**config.mk**
```make
export PLATFORM = sky130hd
export DESIGN_NAME = dmac_bus_arbiter
export DESIGN_NICKNAME = d
export VERILOG_FILES = /design/src/rtl/dmac_bus_arbiter.sv
export SDC_FILE = /design/constraint.sdc
export NUM_CORES = 1
export LEC_CHECK = 0
export ABC_CLOCK_PERIOD_IN_PS = 1480
export BUFFER_PORTS_ARGS = -buffer_cell sky130_fd_sc_hd__buf_2
export CAP_MARGIN = 20
export CORE_AREA = 2 2 88 90
export DETAILED_ROUTE_END_ITERATION = 10
export DIE_AREA = 0 0 90 92
export PLACE_DENSITY = 0.51
export SKIP_CTS_REPAIR_TIMING = 1
export SLEW_MARGIN = 20
export SYNTH_ARGS = -nofsm -noshare
export SYNTH_HDL_FRONTEND = slang
export SYNTH_SLANG_ARGS = --single-unit
```
**constraint.sdc**
```tcl
create_clock -name clk -period 1.48 [get_ports clk]
set_input_delay 0.296 -clock clk [delete_from_list [all_inputs] [get_ports clk]]
set_output_delay 0.296 -clock clk [all_outputs]
set_load 0.03 [all_outputs]
```
**src/rtl/dmac_bus_arbiter.sv**
```systemverilog
// dmac_bus_arbiter
//   Two-master / two-slave shared bus in front of the DMA controller.
//   M0 (host) and M1 (DMAC master port) compete for the bus through a
//   non-preemptive arbiter that parks on M0. The granted master's address
//   is decoded on address[7:5] to S0 (DMAC registers) or S1 (data memory).
//   Slave read data comes back one cycle later through a registered
//   read-select and is broadcast to both masters on M_din.
//
// Ports
//   clk, reset_n                      clock, async active-low reset
//   M0_req/M0_wr/M0_address/M0_dout   master 0 request, direction, address, write data
//   M0_grant                          master 0 owns the bus
//   M1_req/M1_wr/M1_address/M1_dout   master 1 request, direction, address, write data
//   M1_grant                          master 1 owns the bus
//   M_din                             read data returned to both masters
//   S0_sel, S1_sel                    slave selects
//   S_wr, S_address, S_din            write strobe, address, write data to slaves
//   S0_dout, S1_dout                  slave read data (valid the cycle after select)
//
// state    | meaning
// ---------+----------------------------------------------
// GRANT_M0 | M0 owns the bus (also the idle/park state)
// GRANT_M1 | M1 owns the bus until it drops M1_req

module dmac_bus_arbiter #(
  parameter int          ADDR_W    = 8,
  parameter int          DATA_W    = 32,
  parameter logic [2:0]  S0_PREFIX = 3'b000,
  parameter logic [2:0]  S1_PREFIX = 3'b001
) (
  input  logic              clk,
  input  logic              reset_n,
  input  logic              M0_req,
  input  logic              M0_wr,
  input  logic [ADDR_W-1:0] M0_address,
  input  logic [DATA_W-1:0] M0_dout,
  output logic              M0_grant,
  input  logic              M1_req,
  input  logic              M1_wr,
  input  logic [ADDR_W-1:0] M1_address,
  input  logic [DATA_W-1:0] M1_dout,
  output logic              M1_grant,
  output logic [DATA_W-1:0] M_din,
  output logic              S0_sel,
  output logic              S1_sel,
  output logic              S_wr,
  output logic [ADDR_W-1:0] S_address,
  output logic [DATA_W-1:0] S_din,
  input  logic [DATA_W-1:0] S0_dout,
  input  logic [DATA_W-1:0] S1_dout
);

  typedef enum logic {GRANT_M0, GRANT_M1} state_t;
  typedef enum logic [1:0] {RSEL_NONE, RSEL_S0, RSEL_S1} rsel_t;

  state_t state_q, state_d;
  rsel_t  rsel_q, rsel_d;
  logic   req_g;
  logic   wr_g;
  logic [2:0] prefix;

  always_ff @(posedge clk or negedge reset_n) begin
    if (!reset_n) begin
      state_q <= GRANT_M0;
      rsel_q  <= RSEL_NONE;
    end else begin
      state_q <= state_d;
      rsel_q  <= rsel_d;
    end
  end

  // Non-preemptive: the owner keeps the bus while its req stays high.
  always_comb begin
    state_d = state_q;
    case (state_q)
      GRANT_M0: if (!M0_req && M1_req) state_d = GRANT_M1;
      GRANT_M1: if (!M1_req)           state_d = GRANT_M0;
      default:                         state_d = GRANT_M0;
    endcase
  end

  assign M0_grant = (state_q == GRANT_M0);
  assign M1_grant = (state_q == GRANT_M1);

  always_comb begin
    S_address = M0_address;
    S_din     = M0_dout;
    wr_g      = M0_wr;
    req_g     = M0_req;
    if (state_q == GRANT_M1) begin
      S_address = M1_address;
      S_din     = M1_dout;
      wr_g      = M1_wr;
      req_g     = M1_req;
    end
    // Disqualify the request while reset is asserted so no partial
    // select or write strobe leaks out during an async reset.
    req_g = req_g & reset_n;
  end

  assign prefix = S_address[ADDR_W-1 -: 3];
  assign S0_sel = req_g && (prefix == S0_PREFIX);
  assign S1_sel = req_g && (prefix == S1_PREFIX);
  assign S_wr   = req_g && wr_g;

  // Remember which slave a read targeted so its registered output can be
  // steered back next cycle; writes and unmapped reads return zero.
  always_comb begin
    rsel_d = RSEL_NONE;
    if (S0_sel && !S_wr)      rsel_d = RSEL_S0;
    else if (S1_sel && !S_wr) rsel_d = RSEL_S1;
  end

  always_comb begin
    M_din = '0;
    case (rsel_q)
      RSEL_S0: M_din = S0_dout;
      RSEL_S1: M_din = S1_dout;
      default: M_din = '0;
    endcase
  end

endmodule

```
==> results of run 1 <==
-- metal layers --
| metal | share of wire | up-vias |
|---|---|---|
| li1 | - | 993 |
| met1 | 0.33 | 953 |
| met2 | 0.57 | 124 |
| met3 | 0.092 | 2 |
| met4 | 0.0060 | 0 |
| met5 | 0 | - |
-- cells in the final DEF (no fill, tap or decap), drive strengths merged --
master,Yosys,layout
and3,1,1
dfrtp,3,3
mux2i,1,1
inv,4,4
a21boi,1,1
mux2,41,41
ha,2,2
a22oi,32,32
nor2,34,34
nor3b,1,1
o211ai,1,1
clkbuf,4,7
nor3,3,3
buf,10,245
dlygate4sd3,0,1
-- worst reg2reg max path: stages (launching register included) --
cell,delay (ns)
dfrtp_2,0.43
buf_8,0.16
mux2_4,0.32
o211ai_4,0.11
buf_4,0.16
nor3_1,0.04
-- registers in the layout, indices dropped and copies added (netlist names) --
register,cells
rsel_q,2
M1_grant,1
-- where the power goes --
group | switching, mW | internal [mW] | leakage, nW | total [mW]
Clock | 0.0543 | 0.184 | 0.0228 | 0.238
Combinational | 0.477 | 0.572 | 1.62 | 1.05
Sequential | 0.00379 | 0.0856 | 0.0391 | 0.0894
Total | 0.535 | 0.841 | 1.68 | 1.38
-- Yosys cell counts (all sizes together) --
cell     n
mux2    41
mux2i    1
nor3b    1
nor2    34
ha       2
and3     1
clkbuf   4
dfrtp    3
inv      4
buf     10
a22oi   32
a21boi   1
o211ai   1
nor3     3
-- kinds of logic (layout without fill, tap and decap cells) --
family / count (synthesis) / count (layout) / share of synthesized area
compound gates: 34 / 34 / 0.235
buf+inv: 18 / 257 / 0.0871
mux: 42 / 42 / 0.441
fa+ha+maj: 2 / 2 / 0.0226
simple gates: 39 / 39 / 0.146
flops: 3 / 3 / 0.0679
-- how the worst min path moves through the flow --
stage,startpoint,to
after floorplan,reset_n,M1_grant
after global placement,reset_n,rsel_q[1]
after detailed placement,reset_n,rsel_q[1]
after CTS,reset_n,rsel_q[1]
after global routing,M0_req,M1_grant
final,M0_req,M1_grant
-- layout make-up --
class / count / area [µm²] / area share
clock buffers: 4 / 45.0 / 0.0127
repair buffers: 249 / 1910 / 0.538
inverters: 4 / 15.0 / 0.00423
flip-flops and latches: 3 / 76.3 / 0.0215
well taps: 102 / 128 / 0.0359
multi-input cells: 117 / 1380 / 0.388
-- stage by stage --
stage	total power [mW]	std cells
after detailed placement	0.903	463
after floorplan	0.583	138
after global placement	0.897	463
final	1.38	479
after global routing	1.45	479
after CTS	1.15	467
==> run metrics, run 1 <==
run status finished with violations; failing checks setup timing; Yosys top cell area share 0.397; Final Hold Vio Count 0; Initial Util 0.149; via count 2072; Maximum Capacitance Violations 0; reg2reg path depth 5; met1 usage 0.126; post-route ant nets 0; Buffers & Inverters on Critical Path 3; met3 Track Usage GR 0.0353; Syn Std Cell Area 1110 µm²; Worst Hold Path Cells 2; FF-to-FF setup slack 0.15 ns; GPL Wtd Cong 0.681; Syn Nets slightly below 300; row count 32; Worst VDD drop 349 µV; maximum fanout along the worst path 16; Residual DRC 0; Pwr per Cell Area 387 nW/µm²; post-route setup TNS -15.34 ns; Pre-antenna DRT Iters 4; crit share post-route 1.18; Worst Setup SP rsel_q[1]; Crit. path cell count 6; Setup Skew ~0.0029 ns; n_diodes 0; WL final 6660 µm; share of layout cells above drive strength 1 0.963; synth warn 0; WS Path Type flop to output pin; NumNets Final 530; register bit total from synthesis 3; CTS Sinks 3; Setup crit end M_din[7]; Min-Delay Path Class input pin to flop; Worst EP required about 1.2 ns; Worst Slack Setup Final -0.269 ns; Die W roughly 90 µm; Total Routing Usage GR 0.123; relative slew slack 0.850; FF-to-FF End rsel_q[0]; Startpoint Class flop; CP arrival 1.45 ns; synth top area cells mux2_2, a22oi_1, nor2_1, dfrtp_1, buf_4; largest net degree at the start of global routing 33; Clock Tree Buf Depth 2; global-route wire length before repair 8470 µm; Die Ht 92 µm; register area share after synthesis 0.0679; Core Area 7450 µm²; remaining global-route overflow 0; CTS tree done; met2 usage 0.237; slowest stage cell on the critical path dfrtp_1; Fin Hold WS approximately 0.28 ns; clock root buffer clkbuf_8; clock latency on the worst-skew pair 0.22 ns; type of destination of the critical path output pin; WL/cell 13.9 µm; crit path time final 1.75 ns; worst slew pin tran 0.224 ns; CP max stage delay 0.37 ns; CP Cell Sequence buf_4 -> ha_4 -> buf_12 -> a22oi_1 -> nor2_2 -> clkbuf_4; utilization after layout 0.477; fillers 712; DR vias/cell 4.33; CTS buffer count 3; iteration-0 DRC count of the detailed router 22; Post-Synthesis Cells between 100 and 150; Layout area overhead 221%; Worst path top cell family by delay buffers and inverters; clock slew at reported path FFs 0.03 ns; H-tree Lvls 1; Yosys cell types 18; leakage 1.68 nW; DP Worst Slack -0.389 ns; IO buf count about 230; placed cell areas around 2600 µm²; # IOs 227; final setup vio count 75; RSZ-0062 raised after global routing true; Synth area leader mux2_2; Max Freq about 570 MHz; Post-DP HPWL between 4000 and 5000 µm; vias in the first global route 1902; initial antenna violation count 0; most used routing layer met2; fin area 3550 µm²; syn_area_per_cell 8.01 µm²; Slew Viols, Final 0; Worst R2R Start M1_grant; die area approximately 8300 µm²
No activity file was read; power rests on OpenSTA's default activity.
==> inputs of run 2 (changes only) <==
ABC_AREA = 1   (was default)
CORE_AREA = 3 3 88 90   (was 2 2 88 90)
DIE_AREA = 0 0 91 93   (was 0 0 90 92)
PLACE_DENSITY = 0.54   (was 0.51)
==> run 2 against run 1 <==
  * The run still ends with setup timing left
  * Clock power about the same
  * Critical path depth is 1 lower
  * Clock skew decreased by 0.0022 ns
  * Register-to-register slack better by 0.06 ns
  * Critical endpoint is now M_din[21]
==> run metrics, run 2 <==
WL final 8660 µm (+30%); Layout area overhead 248%; Syn Nets 420 (+45%); synth warn 0 (unchanged); final std cells w/o fill 619 (+29%); FF-to-FF End rsel_q[1]; Residual DRC 0 (unchanged); clock latency on the worst-skew pair 0.21 ns (about the same); Total Routing Usage GR 0.149 (+0.0260); worst slew pin tran 0.290 ns (+0.0664 ns); Worst Setup SP rsel_q[1]; Initial Util 0.173 (+0.0242); Buffers & Inverters on Critical Path 3 (unchanged); Slew Viols, Final 0 (unchanged); Clock power frac 0.150 (-0.023); Startpoint Class flop; most common cell after layout, fill and taps aside buf_2; commonest cells in the netlist nand2_1, a21oi_1, inv_1; syn_area_per_cell 4.60 µm² (-43%); Maximum Capacitance Violations 0 (unchanged); Top FF cell, synth dfrtp_1; final setup vio count 76 (+1.3%); IO buf count 226 (unchanged); failing checks setup timing; Clock Tree Buf Depth 2 (unchanged); Worst Slack Setup Final -0.282 ns (-0.0131 ns); # IOs 227 (unchanged); fillers 641 (-10%); sequential share of power 0.060 (-0.005); Die Ht 93 µm (+1.1%); Yosys top cell area share 0.582 (+0.185); slowest stage cell on the critical path dfrtp_1; CP max stage delay 0.37 ns (about the same); Post-Synthesis Cells 268 (+94%); CP Cell Sequence buf_6 -> ha_4 -> clkbuf_16 -> a21oi_4 -> buf_6; Worst R2R Start M1_grant; most frequent cell after synthesis nand2_1; register area share after synthesis 0.0609 (-0.00696); post-route ant nets 0 (unchanged); global-route wire length before repair 10700 µm (+27%); utilization after layout 0.602 (+0.125); Pwr per Cell Area 365 nW/µm² (-5.7%); share of layout cells above drive strength 1 0.796 (-0.167); maximum fanout along the worst path 7 (-9); Yosys cell types 15 (-3); iteration-0 DRC count of the detailed router 34 (+55%); Setup Skew 0.000652 ns (-0.00222 ns); RSZ-0062 raised after global routing true; Crit. path cell count 5 (-1); vias in the first global route 2402 (+26%); Multi-input gate area 1800 µm² (+31%); largest net degree at the start of global routing 33 (unchanged); CTS Sinks 3 (unchanged); initial antenna violation count 0 (unchanged); clock slew at reported path FFs 0.03 ns (about the same); row count 31 (-3.1%); Sequential cell area 76.3 µm² (unchanged); n_diodes 0 (unchanged); Final Hold Vio Count 0 (unchanged); remaining global-route overflow 0 (unchanged); Max Freq 568 MHz (-0.74%); Inst Count DP 600 (+30%); clock root buffer clkbuf_8; CP arrival 1.47 ns (+0.02 ns); Synth area leader nand2_1; placed cell areas 3030 µm² (+14%); NumNets Final 673 (+27%); leakage 2.11 nW (+25%); crit path time final 1.76 ns (+0.0131 ns); Setup crit end M_din[21]; share of flip-flops with an asynchronous set or reset 1.00 (unchanged); Biggest register rsel_q; Syn Std Cell Area 1230 µm² (+11%); H-tree Lvls 1 (unchanged); Fin Hold WS 0.304 ns (+0.0230 ns); WS Path Type flop to output pin; register bit total from synthesis 3 (unchanged); die area 8460 µm² (+2.2%); reg2reg path depth 6 (+1); fin area 4290 µm² (+21%); Post-synth EDFFs 0 (unchanged); Worst path top cell family by delay buffers and inverters; CTS tree done; WL/cell 14.0 µm (+0.65%); synth top area cells nand2_1, a21oi_1, buf_6, dfrtp_1, buf_2; crit share post-route 1.19 (+0.00886); Pre-antenna DRT Iters 5 (+1); Post-DP HPWL 6070 µm (+26%); GPL Wtd Cong 0.793 (+16%); combinational share of power 0.789 (+0.027); CTS buffer count 3 (unchanged); Min-Delay Path Class input pin to flop; DR vias/cell 4.36 (+0.76%); run status finished with violations; switch share 0.453 (+0.0642); Die W 91 µm (+1.1%); Core Area 7140 µm² (-4.2%); via count 2698 (+30%); max reg flops 2 (unchanged); type of destination of the critical path output pin; Worst VDD drop 248 µV (-29%); sw power 0.710 mW (+33%); most frequent cells in the layout buf_2, nand2_1, buf_6, nand2_2, nand2_4; Design Power 1.57 mW (+14%); FF-to-FF setup slack 0.21 ns (+0.06 ns); P_int 0.857 mW (+1.9%); relative slew slack 0.806 (-0.0436); Worst EP required 1.18 ns (about the same); cell mode on critical path buf_6
## run 2: cell type report
cell class              count  share of cell area
flip-flops and latches      3              0.0178
repair inverters            1             0.00146
inverters                  11              0.0114
repair buffers            265               0.510
well taps                  99              0.0288
clock buffers               4              0.0105
multi-input cells         236               0.420
## run 2: worst register-to-register path: cells and delay by family, from the launching register on
family	cells	cell delay, ns
and+or+nand+nor	4	0.37
DFF	1	0.53
buffers and inverters	2	0.30
## run 2: cells by family after synthesis
group | synth area share
buf+inv | 0.145
compound gates | 0.136
simple gates | 0.638
flops | 0.0609
fa+ha+maj | 0.0203
## run 2: layer usage
layer / track usage / wire length (µm) / share of wire
met5: 0 / 0 / 0
met1: 0.153 / 2760 / 0.32
met2: 0.294 / 4960 / 0.57
met4: 0.0226 / 105 / 0.012
met3: 0.0499 / 835 / 0.096
## run 2: how the worst min path moves through the flow
stage           endpoint  depth (start not counted)  startpoint
6_report        M1_grant                          2      M0_req
5_1_grt         M1_grant                          2      M0_req
4_1_cts        rsel_q[0]                          1     reset_n
3_5_place_dp   rsel_q[0]                          1     reset_n
3_3_place_gp   rsel_q[0]                          1     reset_n
2_1_floorplan   M1_grant                          0     reset_n
## run 2: power groups by stage
stage	sequential, mW	combinational (mW)	clock (mW)
after floorplan	0.0917	0.457	0
after global placement	0.0937	0.818	0
after detailed placement	0.0938	0.825	0
after CTS	0.0931	0.826	0.245
after global routing	0.0955	1.31	0.253
final	0.0948	1.24	0.236
## run 2: through the flow
step / TNS [ns] / worst slack [ns]
after floorplan: -1.34 / -0.0426
after global placement: -1.93 / -0.0688
after detailed placement: -2.09 / -0.0942
after CTS: -16.45 / -0.323
after global routing: -19.21 / -0.335
final: -14.93 / -0.282
==> inputs of run 3 (changes only) <==
ABC_AREA = default   (was 1)
CORE_AREA = 3 3 86 88   (was 3 3 88 90)
DIE_AREA = 0 0 89 91   (was 0 0 91 93)
==> run 3 against run 2 <==
  * The flow still finishes with violations (setup timing)
  * Critical path depth decreased by 1
  * Largest power group unchanged
  * Worst setup slack got worse by 0.0056 ns
  * Combinational power decreased by 22%
  * First-iteration DRC count decreased by 71%
  * Register-to-register slack got worse by 0.19 ns
  * Clock-buffer cell count unchanged
  * Highest routed layer unchanged
==> run metrics, run 3 (synthesis results as in run 1) <==
run status finished with violations; failing checks setup timing; Max Freq 566 MHz (-0.32%); Clock Tree Buf Depth 2 (unchanged); WL final 6740 µm (-22%); WL/cell 14.6 µm (+4.5%); CP arrival 1.47 ns (about the same); placed cell areas 2650 µm² (-12%); via count 2039 (-24%); FF-to-FF End rsel_q[1]; maximum fanout along the worst path 6 (-1); Layout area overhead 207%; final setup vio count 76 (unchanged); final std cells w/o fill 461 (-26%); vias in the first global route 1879 (-22%); clock root buffer clkbuf_8; IO buf count 226 (unchanged); crit path time final 1.77 ns (+0.00562 ns); Final Hold Vio Count 0 (unchanged); most frequent cells in the layout buf_2, buf_6, mux2_4, a22oi_2, nor2_2; RSZ-0062 raised after global routing true; die area 8100 µm² (-4.3%); Design Power 1.30 mW (-17%); Worst VDD drop 328 µV (+32%); Setup crit end S_wr; reg2reg path depth 6 (unchanged); NumNets Final 534 (-21%); most common cell after layout, fill and taps aside buf_2; Core Area 6720 µm² (-5.9%); Total Routing Usage GR 0.120 (-0.0292); CTS tree done; clock slew at reported path FFs 0.03 ns (about the same); initial antenna violation count 0 (unchanged); Pre-antenna DRT Iters 4 (-1); Worst R2R Start M1_grant; Biggest register rsel_q; DR vias/cell 4.42 (+1.5%); crit share post-route 1.19 (+0.00380); Min-Delay Path Class input pin to flop; Die Ht 91 µm (-2.2%); clock latency on the worst-skew pair 0.21 ns (about the same); CTS Sinks 3 (unchanged); worst slew pin tran 0.332 ns (+0.0420 ns); Initial Util 0.165 (-0.00807); iteration-0 DRC count of the detailed router 10 (-71%); Worst Slack Setup Final -0.288 ns (-0.00562 ns); Worst EP required 1.18 ns (about the same); Pwr per Cell Area 382 nW/µm² (+4.7%); largest net degree at the start of global routing 33 (unchanged); global-route wire length before repair 7900 µm (-26%); n_diodes 0 (unchanged); Setup Skew 0.00284 ns (+0.00219 ns); row count 30 (-3.2%); fin area 3400 µm² (-21%); post-route setup TNS -16.67 ns (-1.75 ns); type of destination of the critical path output pin; GPL Wtd Cong 0.737 (-7.1%); WS Path Type flop to output pin; post-route ant nets 0 (unchanged); Slew Viols, Final 0 (unchanged); leakage 1.65 nW (-21%); H-tree Lvls 1 (unchanged); Die W 89 µm (-2.2%); Inst Count DP 442 (-26%); share of layout cells above drive strength 1 0.971 (+0.175); CTS buffer count 3 (unchanged); Worst Setup SP M1_grant; Post-DP HPWL 4890 µm (-19%); Startpoint Class flop; relative slew slack 0.777 (-0.0297); max reg flops 2 (unchanged); # IOs 227 (unchanged); remaining global-route overflow 0 (unchanged); FF-to-FF setup slack 0.02 ns (-0.19 ns); Residual DRC 0 (unchanged); Maximum Capacitance Violations 0 (unchanged)
## run 3: layout make-up
| cell class | instances | area [µm²] |
|---|---|---|
| tap | 80 | 100 |
| clock buffer | 4 | 45.0 |
| multi-input combinational | 117 | 1380 |
| timing repair buffer | 253 | 1780 |
| fill | 623 | 3320 |
| sequential | 3 | 76.3 |
| inverter | 4 | 15.0 |
## run 3: through the flow
stage / util / hold WS (ns) / setup WS (ns)
global placement: 0.395 / 0.120 / -0.369
finish: 0.506 / 0.298 / -0.288
detailed placement: 0.395 / 0.120 / -0.401
floorplan: - / 0.000409 / -0.0978
global route: 0.506 / 0.310 / -0.328
CTS: 0.402 / -0.110 / -0.631
## run 3: worst max-delay path, cell delays in order (launching register included)
cell and delay (ns):
dfrtp_2 0.44, buf_4 0.16, mux2_4 0.31, and3_4 0.17, buf_4 0.16
## run 3: worst min-delay path by stage
| stage | cells after the start | end | from |
|---|---|---|---|
| global route | 2 | M1_grant | M0_req |
| CTS | 1 | rsel_q[1] | reset_n |
| detailed placement | 1 | rsel_q[1] | reset_n |
| finish | 2 | M1_grant | M0_req |
| floorplan | 0 | M1_grant | reset_n |
| global placement | 1 | rsel_q[0] | reset_n |
## run 3: where the power goes
part           total, mW  switching [mW]  internal, mW  leakage (nW)
logic              0.972           0.462         0.510          1.59
clock network      0.237          0.0529         0.184        0.0228
registers         0.0903         0.00475        0.0856        0.0391
## run 3: layer usage
metal / track usage / up-vias / wire (µm)
met3: 0.0218 / 4 / 627
met5: 0 / - / 0
met2: 0.253 / 118 / 4000
li1: - / 1000 / -
met1: 0.108 / 917 / 2060
met4: 0.0335 / 0 / 61
